File: config.mk
export PLATFORM = sky130hd
export DESIGN_NAME = ram_datapath_ctrl
export DESIGN_NICKNAME = d
export VERILOG_FILES = /design/src/rtl/ram_datapath_pkg.sv /design/src/rtl/ram_datapath_ctrl_decode.sv /design/src/rtl/ram_datapath_ctrl.sv
export SDC_FILE = /design/constraint.sdc
export NUM_CORES = 1
export LEC_CHECK = 0
export CAP_MARGIN = 0
export CORE_MARGIN = 1.5
export CORE_UTILIZATION = 40
export DETAILED_ROUTE_END_ITERATION = 8
export PLACE_DENSITY_LB_ADDON = 0.1
export SKIP_CTS_REPAIR_TIMING = 1
export SYNTH_ARGS = -nofsm -noshare
export SYNTH_HDL_FRONTEND = slang
export SYNTH_SLANG_ARGS = --single-unit
export TNS_END_PERCENT = 50
File: constraint.sdc
create_clock -name clk -period 11.67 [get_ports clk]
set_clock_uncertainty 0.1 [all_clocks]
set_input_delay 2.334 -clock clk [delete_from_list [all_inputs] [get_ports clk]]
set_output_delay 2.334 -clock clk [all_outputs]
set_load 0.05 [all_outputs]
File: src/rtl/ram_datapath_pkg.sv
// Shared opcodes, ALU function codes, FSM encoding and control-word layout
// for the ram_datapath control unit.
package ram_datapath_pkg;

    localparam logic [10:0] OP_ADD  = 11'b10001011000;
    localparam logic [10:0] OP_SUB  = 11'b11001011000;
    localparam logic [9:0]  OP_ADDI = 10'b1001000100;
    localparam logic [9:0]  OP_SUBI = 10'b1101000100;
    localparam logic [10:0] OP_STUR = 11'b11111000000;
    localparam logic [10:0] OP_LDUR = 11'b11111000010;
    localparam logic [10:0] OP_BR   = 11'b11010110000;
    localparam logic [5:0]  OP_B    = 6'b000101;

    localparam logic [4:0] FS_ADD = 5'b01000;
    localparam logic [4:0] FS_SUB = 5'b01010;

    localparam logic [1:0] ST_FETCH = 2'd0;
    localparam logic [1:0] ST_EXEC  = 2'd1;
    localparam logic [1:0] ST_LD2   = 2'd2;
    localparam logic [1:0] ST_HALT  = 2'd3;

    localparam logic [1:0] NPC_HOLD = 2'd0;
    localparam logic [1:0] NPC_INC  = 2'd1;
    localparam logic [1:0] NPC_BR   = 2'd2;
    localparam logic [1:0] NPC_B    = 2'd3;

    typedef struct packed {
        logic [4:0] sa;
        logic [4:0] sb;
        logic [4:0] da;
        logic [4:0] fs;
        logic       k_sel;
        logic       c0;
        logic       en_alu;
        logic       en_b;
        logic       en_addr;
        logic       w;
        logic       cs;
        logic       we;
        logic       oe;
        logic       pc_sel;
    } ctrl_t;

    // K lives outside ctrl_t so its width can follow DW.
    localparam ctrl_t CTRL_IDLE = '{sa: 5'd31, sb: 5'd31, da: 5'd31, fs: 5'd0,
                                    k_sel: 1'b0, c0: 1'b0, en_alu: 1'b0, en_b: 1'b0,
                                    en_addr: 1'b0, w: 1'b0, cs: 1'b0, we: 1'b0,
                                    oe: 1'b0, pc_sel: 1'b0};

endpackage

File: src/rtl/ram_datapath_ctrl_decode.sv
// Combinational decode: FSM state + IR -> datapath control word, constant,
// next state and next-PC source.
module ctrl_decode
    import ram_datapath_pkg::*;
#(
    parameter int DW = 64
) (
    input  logic [1:0]    i_state,
    input  logic [31:0]   i_ir,
    input  logic          i_run,
    output ctrl_t         o_ctrl,
    output logic [DW-1:0] o_k,
    output logic [DW-1:0] o_boff,
    output logic [1:0]    o_next_state,
    output logic [1:0]    o_npc_sel
);

    logic [10:0]   w_op11;
    logic [9:0]    w_op10;
    logic [4:0]    w_rd;
    logic [4:0]    w_rn;
    logic [4:0]    w_rm;
    logic [DW-1:0] w_imm12;
    logic [DW-1:0] w_dt;
    ctrl_t         w_ld_ctrl;

    assign w_op11  = i_ir[31:21];
    assign w_op10  = i_ir[31:22];
    assign w_rd    = i_ir[4:0];
    assign w_rn    = i_ir[9:5];
    assign w_rm    = i_ir[20:16];
    assign w_imm12 = {{(DW-12){1'b0}}, i_ir[21:10]};
    assign w_dt    = {{(DW-9){i_ir[20]}}, i_ir[20:12]};
    assign o_boff  = {{(DW-28){i_ir[25]}}, i_ir[25:0], 2'b00};

    // Shared by both LDUR cycles; only W differs between EXEC and LD2.
    always_comb begin
        w_ld_ctrl         = CTRL_IDLE;
        w_ld_ctrl.sa      = w_rn;
        w_ld_ctrl.da      = w_rd;
        w_ld_ctrl.k_sel   = 1'b1;
        w_ld_ctrl.fs      = FS_ADD;
        w_ld_ctrl.en_addr = 1'b1;
        w_ld_ctrl.cs      = 1'b1;
        w_ld_ctrl.oe      = 1'b1;
    end

    always_comb begin
        o_ctrl       = CTRL_IDLE;
        o_k          = '0;
        o_next_state = i_state;
        o_npc_sel    = NPC_HOLD;
        case (i_state)
            ST_FETCH: begin
                if (i_run) o_next_state = ST_EXEC;
            end
            ST_EXEC: begin
                o_next_state = ST_FETCH;
                o_npc_sel    = NPC_INC;
                if (w_op11 == OP_ADD || w_op11 == OP_SUB) begin
                    o_ctrl.sa     = w_rn;
                    o_ctrl.sb     = w_rm;
                    o_ctrl.da     = w_rd;
                    o_ctrl.fs     = (w_op11 == OP_SUB) ? FS_SUB : FS_ADD;
                    o_ctrl.c0     = (w_op11 == OP_SUB);
                    o_ctrl.en_alu = 1'b1;
                    o_ctrl.w      = 1'b1;
                end else if (w_op10 == OP_ADDI || w_op10 == OP_SUBI) begin
                    o_ctrl.sa     = w_rn;
                    o_ctrl.da     = w_rd;
                    o_k           = w_imm12;
                    o_ctrl.k_sel  = 1'b1;
                    o_ctrl.fs     = (w_op10 == OP_SUBI) ? FS_SUB : FS_ADD;
                    o_ctrl.c0     = (w_op10 == OP_SUBI);
                    o_ctrl.en_alu = 1'b1;
                    o_ctrl.w      = 1'b1;
                end else if (w_op11 == OP_STUR) begin
                    o_ctrl.sa      = w_rn;
                    o_ctrl.sb      = w_rd;
                    o_k            = w_dt;
                    o_ctrl.k_sel   = 1'b1;
                    o_ctrl.fs      = FS_ADD;
                    o_ctrl.en_addr = 1'b1;
                    o_ctrl.en_b    = 1'b1;
                    o_ctrl.cs      = 1'b1;
                    o_ctrl.we      = 1'b1;
                end else if (w_op11 == OP_LDUR) begin
                    o_ctrl       = w_ld_ctrl;
                    o_k          = w_dt;
                    o_next_state = ST_LD2;
                    o_npc_sel    = NPC_HOLD;
                end else if (w_op11 == OP_BR) begin
                    o_ctrl.sa     = w_rn;
                    o_ctrl.pc_sel = 1'b1;
                    o_npc_sel     = NPC_BR;
                end else if (i_ir[31:26] == OP_B) begin
                    o_npc_sel = NPC_B;
                end else begin
                    o_next_state = ST_HALT;
                    o_npc_sel    = NPC_HOLD;
                end
            end
            ST_LD2: begin
                o_ctrl       = w_ld_ctrl;
                o_ctrl.w     = 1'b1;
                o_k          = w_dt;
                o_next_state = ST_FETCH;
                o_npc_sel    = NPC_INC;
            end
            default: o_next_state = ST_HALT;
        endcase
    end

endmodule

File: src/rtl/ram_datapath_ctrl.sv
// Multi-cycle LEGv8-subset control unit: holds PC, IR and FSM state and drives
// the ram_datapath control word through ctrl_decode.
module ram_datapath_ctrl
    import ram_datapath_pkg::*;
#(
    parameter int            DW       = 64,
    parameter logic [DW-1:0] PC_RESET = '0
) (
    input  logic          clk,
    input  logic          rst,
    input  logic          run,
    input  logic [31:0]   instr,
    input  logic [DW-1:0] pc_in,
    output logic [DW-1:0] pc,
    output logic          halted,
    output logic [4:0]    SA,
    output logic [4:0]    SB,
    output logic [4:0]    DA,
    output logic [4:0]    FS,
    output logic [DW-1:0] K,
    output logic          K_SEL,
    output logic          C0,
    output logic          EN_ALU,
    output logic          EN_B,
    output logic          EN_ADDR,
    output logic          W,
    output logic          CS,
    output logic          WE,
    output logic          OE,
    output logic          PC_SEL
);

    logic [DW-1:0] r_pc;
    logic [31:0]   r_ir;
    logic [1:0]    r_state;

    ctrl_t         w_ctrl;
    logic [DW-1:0] w_k;
    logic [DW-1:0] w_boff;
    logic [1:0]    w_next_state;
    logic [1:0]    w_npc_sel;

    ctrl_decode #(.DW(DW)) u_decode (
        .i_state      (r_state),
        .i_ir         (r_ir),
        .i_run        (run),
        .o_ctrl       (w_ctrl),
        .o_k          (w_k),
        .o_boff       (w_boff),
        .o_next_state (w_next_state),
        .o_npc_sel    (w_npc_sel)
    );

    // Controls are decoded from r_state, so an async reset idles them at once.
    always_ff @(posedge clk or negedge rst) begin
        if (!rst) begin
            r_pc    <= PC_RESET;
            r_ir    <= '0;
            r_state <= ST_FETCH;
        end else begin
            r_state <= w_next_state;
            if (r_state == ST_FETCH && run) r_ir <= instr;
            case (w_npc_sel)
                NPC_INC: r_pc <= r_pc + {{(DW-3){1'b0}}, 3'd4};
                NPC_BR:  r_pc <= pc_in;
                NPC_B:   r_pc <= r_pc + w_boff;
                default: r_pc <= r_pc;
            endcase
        end
    end

    assign pc      = r_pc;
    assign halted  = (r_state == ST_HALT);
    assign SA      = w_ctrl.sa;
    assign SB      = w_ctrl.sb;
    assign DA      = w_ctrl.da;
    assign FS      = w_ctrl.fs;
    assign K       = w_k;
    assign K_SEL   = w_ctrl.k_sel;
    assign C0      = w_ctrl.c0;
    assign EN_ALU  = w_ctrl.en_alu;
    assign EN_B    = w_ctrl.en_b;
    assign EN_ADDR = w_ctrl.en_addr;
    assign W       = w_ctrl.w;
    assign CS      = w_ctrl.cs;
    assign WE      = w_ctrl.we;
    assign OE      = w_ctrl.oe;
    assign PC_SEL  = w_ctrl.pc_sel;

endmodule

==> results.toml <==
[timing]
min_period_ps = 6210
finalCritPeriodShare = 0.532
setup_ws_ps = 5460
setup_viol = 0
setup-tns-final_ps = 0
rsz0062_at_grt = "false"
worst_pin_slew_ps = 1140
fmax_ghz = 0.161
slew-limit-headroom = 0.236
slew_violations = 0
hold_viol_final = 0

[layout]
drive_gt1_frac = 0.0739
final_common_cell = "clkdlybuf4s50_1"
utilization = 0.522
nets = 1450
synthToLayoutAreaGrowth_pct = 28.9
final_cell_mix = "clkdlybuf4s50_1 (253), nand2_1 (154), nor2_1 (107), dfrtp_1 (98), a21oi_1 (55)"
diodes = 0

[grt]
grt_util_met3 = 0.0465
grt_util_met2 = 0.429
grt_usage = 0.276
grt_pass1_vias = 9084
grt_pass1_wl_um = 51500
gr-usage-met1 = 0.383
grt_overflow = 0
busiest_layer = "met2"
grt_max_degree = 73
antenna_found_initial = 0

[route]
drt_wl_total_um = 33400
num_vias = 9743
drt_pass1_iterations = 7
wl_per_cell_um = 20.7
drt-vias-per-instance = 6.05
drt_iter0_drc = 973
drc = 0
antenna_left = 0

[clock_network]
cts-htree-levels = 3
clk_latency_ps = 360
clkTransAtPathRegs_ps = 80
tritoncts = "yes"
clockRootBuffer = "clkbuf_16"
cts_buffers = 9
clock-sinks = 98
clk_path_buf_depth = 2

[power_and_ir_drop]
clockPowerShare = 0.456
swShare = 0.253
powerDensity_nw_per_um2 = 62.3
seqPwrFrac = 0.469
switching_power_w = 0.000186
comb_power_share = 0.074
p_int_w = 0.000547
p_leak_nw = 4.81
irDropWorstVdd_uv = 49.7

[synth]
yosys.area.top_type_share = 0.269
synth_enable_flop_cells = 0
ys.flop_type = "dfrtp_1"
ys_warn_count = 0
async_flop_share = 1.00
synth_seq_area_share = 0.269
syn_inst = 1172
yosysTopAreaCell = "dfrtp_1"
synth_area_leaders = "dfrtp_1 (27%), nand2_1 (6.3%), buf_4 (4.7%)"
syn_area_um2 = 9110
yosysUniqueCellTypes = 85
ys_ff_latch = 98
syn_area_per_cell_um2 = 7.77

[job]
maxCapViolations = 0

[setup_path]
worst-path-max-fanout = 66
worstSetupStartpointType = "flop"
reg2reg_slack_ps = 5460
timing.rr.start = "r_ir[24]$_DFFE_PN0P_"
reg2regPathDepth = 17
crit-reg2reg-capture = "pc[51]$_DFFE_PN0P_"
path_class = "flop to flop"
cp_data_arrival_time_ps = 6310
cp-end-kind = "flop"
cp_data_required_time_ps = 11780

[floorplanning]
ios = 258
die-area_um2 = 23700
die_x_um = 154
core_area_um2 = 22500
initial_utilization = 0.405
rows = 55
die_h_um = 154

[worst_hold_path]
min_from = "pc[0]$_DFFE_PN0P_"
hp-class = "flop to flop"
hold_end = "pc[0]$_DFFE_PN0P_"
worstHoldPathCells = 2

[placement]
dp_hpwl_um = 24500
port_buffers = 254
place_congestion = 0.938
post-place-ws_ps = 5550

[outcome]
outcome = "finished, final reports clean"
==> routing by layer <==
layer / vias to the layer above / part of all wire
met3: 69 / 0.083
li1: 4567 / -
met4: 0 / 0.031
met5: - / 0
met2: 459 / 0.44
met1: 4648 / 0.44
==> synthesized netlist by cell type, drive strengths merged, types with 31 or more instances <==
cell type and n:
and3 47, nand2 154, clkbuf 55, a31oi 32
dfrtp 98, mux2 39, buf 76, a21oi 56
o21ai 56, inv 31, nand3 43, nor2 108
==> sequential cells by signal, indices dropped and copies added (netlist names) <==
signal and flops:
r_ir 32, r_state 2, pc 64
==> area by class of cell <==
cell class                 count  area (µm²)
multi-input combinational    914        5860
inverter                      31         116
sequential                    98        2450
clock inverter                 7        95.1
clock buffer                   9         225
tap                          285         357
fill                        2169       10800
timing repair buffer         267        2640
==> worst max-delay path, stage by stage, from the launching register on <==
cell	delay [ps]
dfrtp_1	420
and4bb_1	400
or4b_2	650
o21ai_0	200
nor2b_4	220
buf_4	550
and3_1	320
ha_1	260
a211oi_1	300
o211ai_1	150
a41oi_1	520
a2111o_1	340
a22oi_1	220
nor2_1	560
a32oi_1	310
or3_1	360
nand3_1	70
o21ai_0	70
==> cell families (layout without fill, tap and decap cells) <==
group | after synthesis | in the layout | share of synthesized area
buffers and inverters | 162 | 314 | 0.0910
other | 1 | 3 | 0.000412
XOR/XNOR | 33 | 33 | 0.0317
AO/OA/AOI/OAI | 313 | 313 | 0.243
AND/OR/NAND/NOR | 484 | 484 | 0.261
flip-flops | 98 | 98 | 0.269
adder cells (fa/ha/maj) | 31 | 31 | 0.0431
multiplexers | 50 | 50 | 0.0603
==> how the worst max path moves through the flow <==
| stage | endpoint | slack (ps) | from | cells after the start |
|---|---|---|---|---|
| after global placement | pc[51]$_DFFE_PN0P_ | 5730 | r_ir[24]$_DFFE_PN0P_ | 17 |
| after detailed placement | pc[51]$_DFFE_PN0P_ | 5550 | r_ir[24]$_DFFE_PN0P_ | 17 |
| final | pc[51]$_DFFE_PN0P_ | 5460 | r_ir[24]$_DFFE_PN0P_ | 17 |
| after CTS | K[11] | 5400 | r_state[1]$_DFFE_PN0P_ | 8 |
| after global routing | pc[51]$_DFFE_PN0P_ | 5050 | r_ir[24]$_DFFE_PN0P_ | 17 |
| after floorplan | K[11] | 5320 | r_state[0]$_DFFE_PN0P_ | 7 |
==> power by group through the flow <==
stage          registers (W)    logic, W  clock network, W
2_1_floorplan       0.000353  0.00000709                 0
3_3_place_gp        0.000350   0.0000555                 0
3_5_place_dp        0.000350   0.0000551                 0
4_1_cts             0.000344   0.0000554          0.000341
5_1_grt             0.000344   0.0000583          0.000351
6_report            0.000344   0.0000545          0.000334
==> stage by stage <==
step,area (µm²),cells,hold slack (ps),power (W)
2_1_floorplan,9120,1174,394,0.000360
3_3_place_gp,11400,1595,362,0.000406
3_5_place_dp,11400,1595,362,0.000405
4_1_cts,11700,1611,381,0.000740
5_1_grt,11700,1611,408,0.000753
6_report,11700,1611,376,0.000732
No activity file was read; power rests on OpenSTA's default activity.
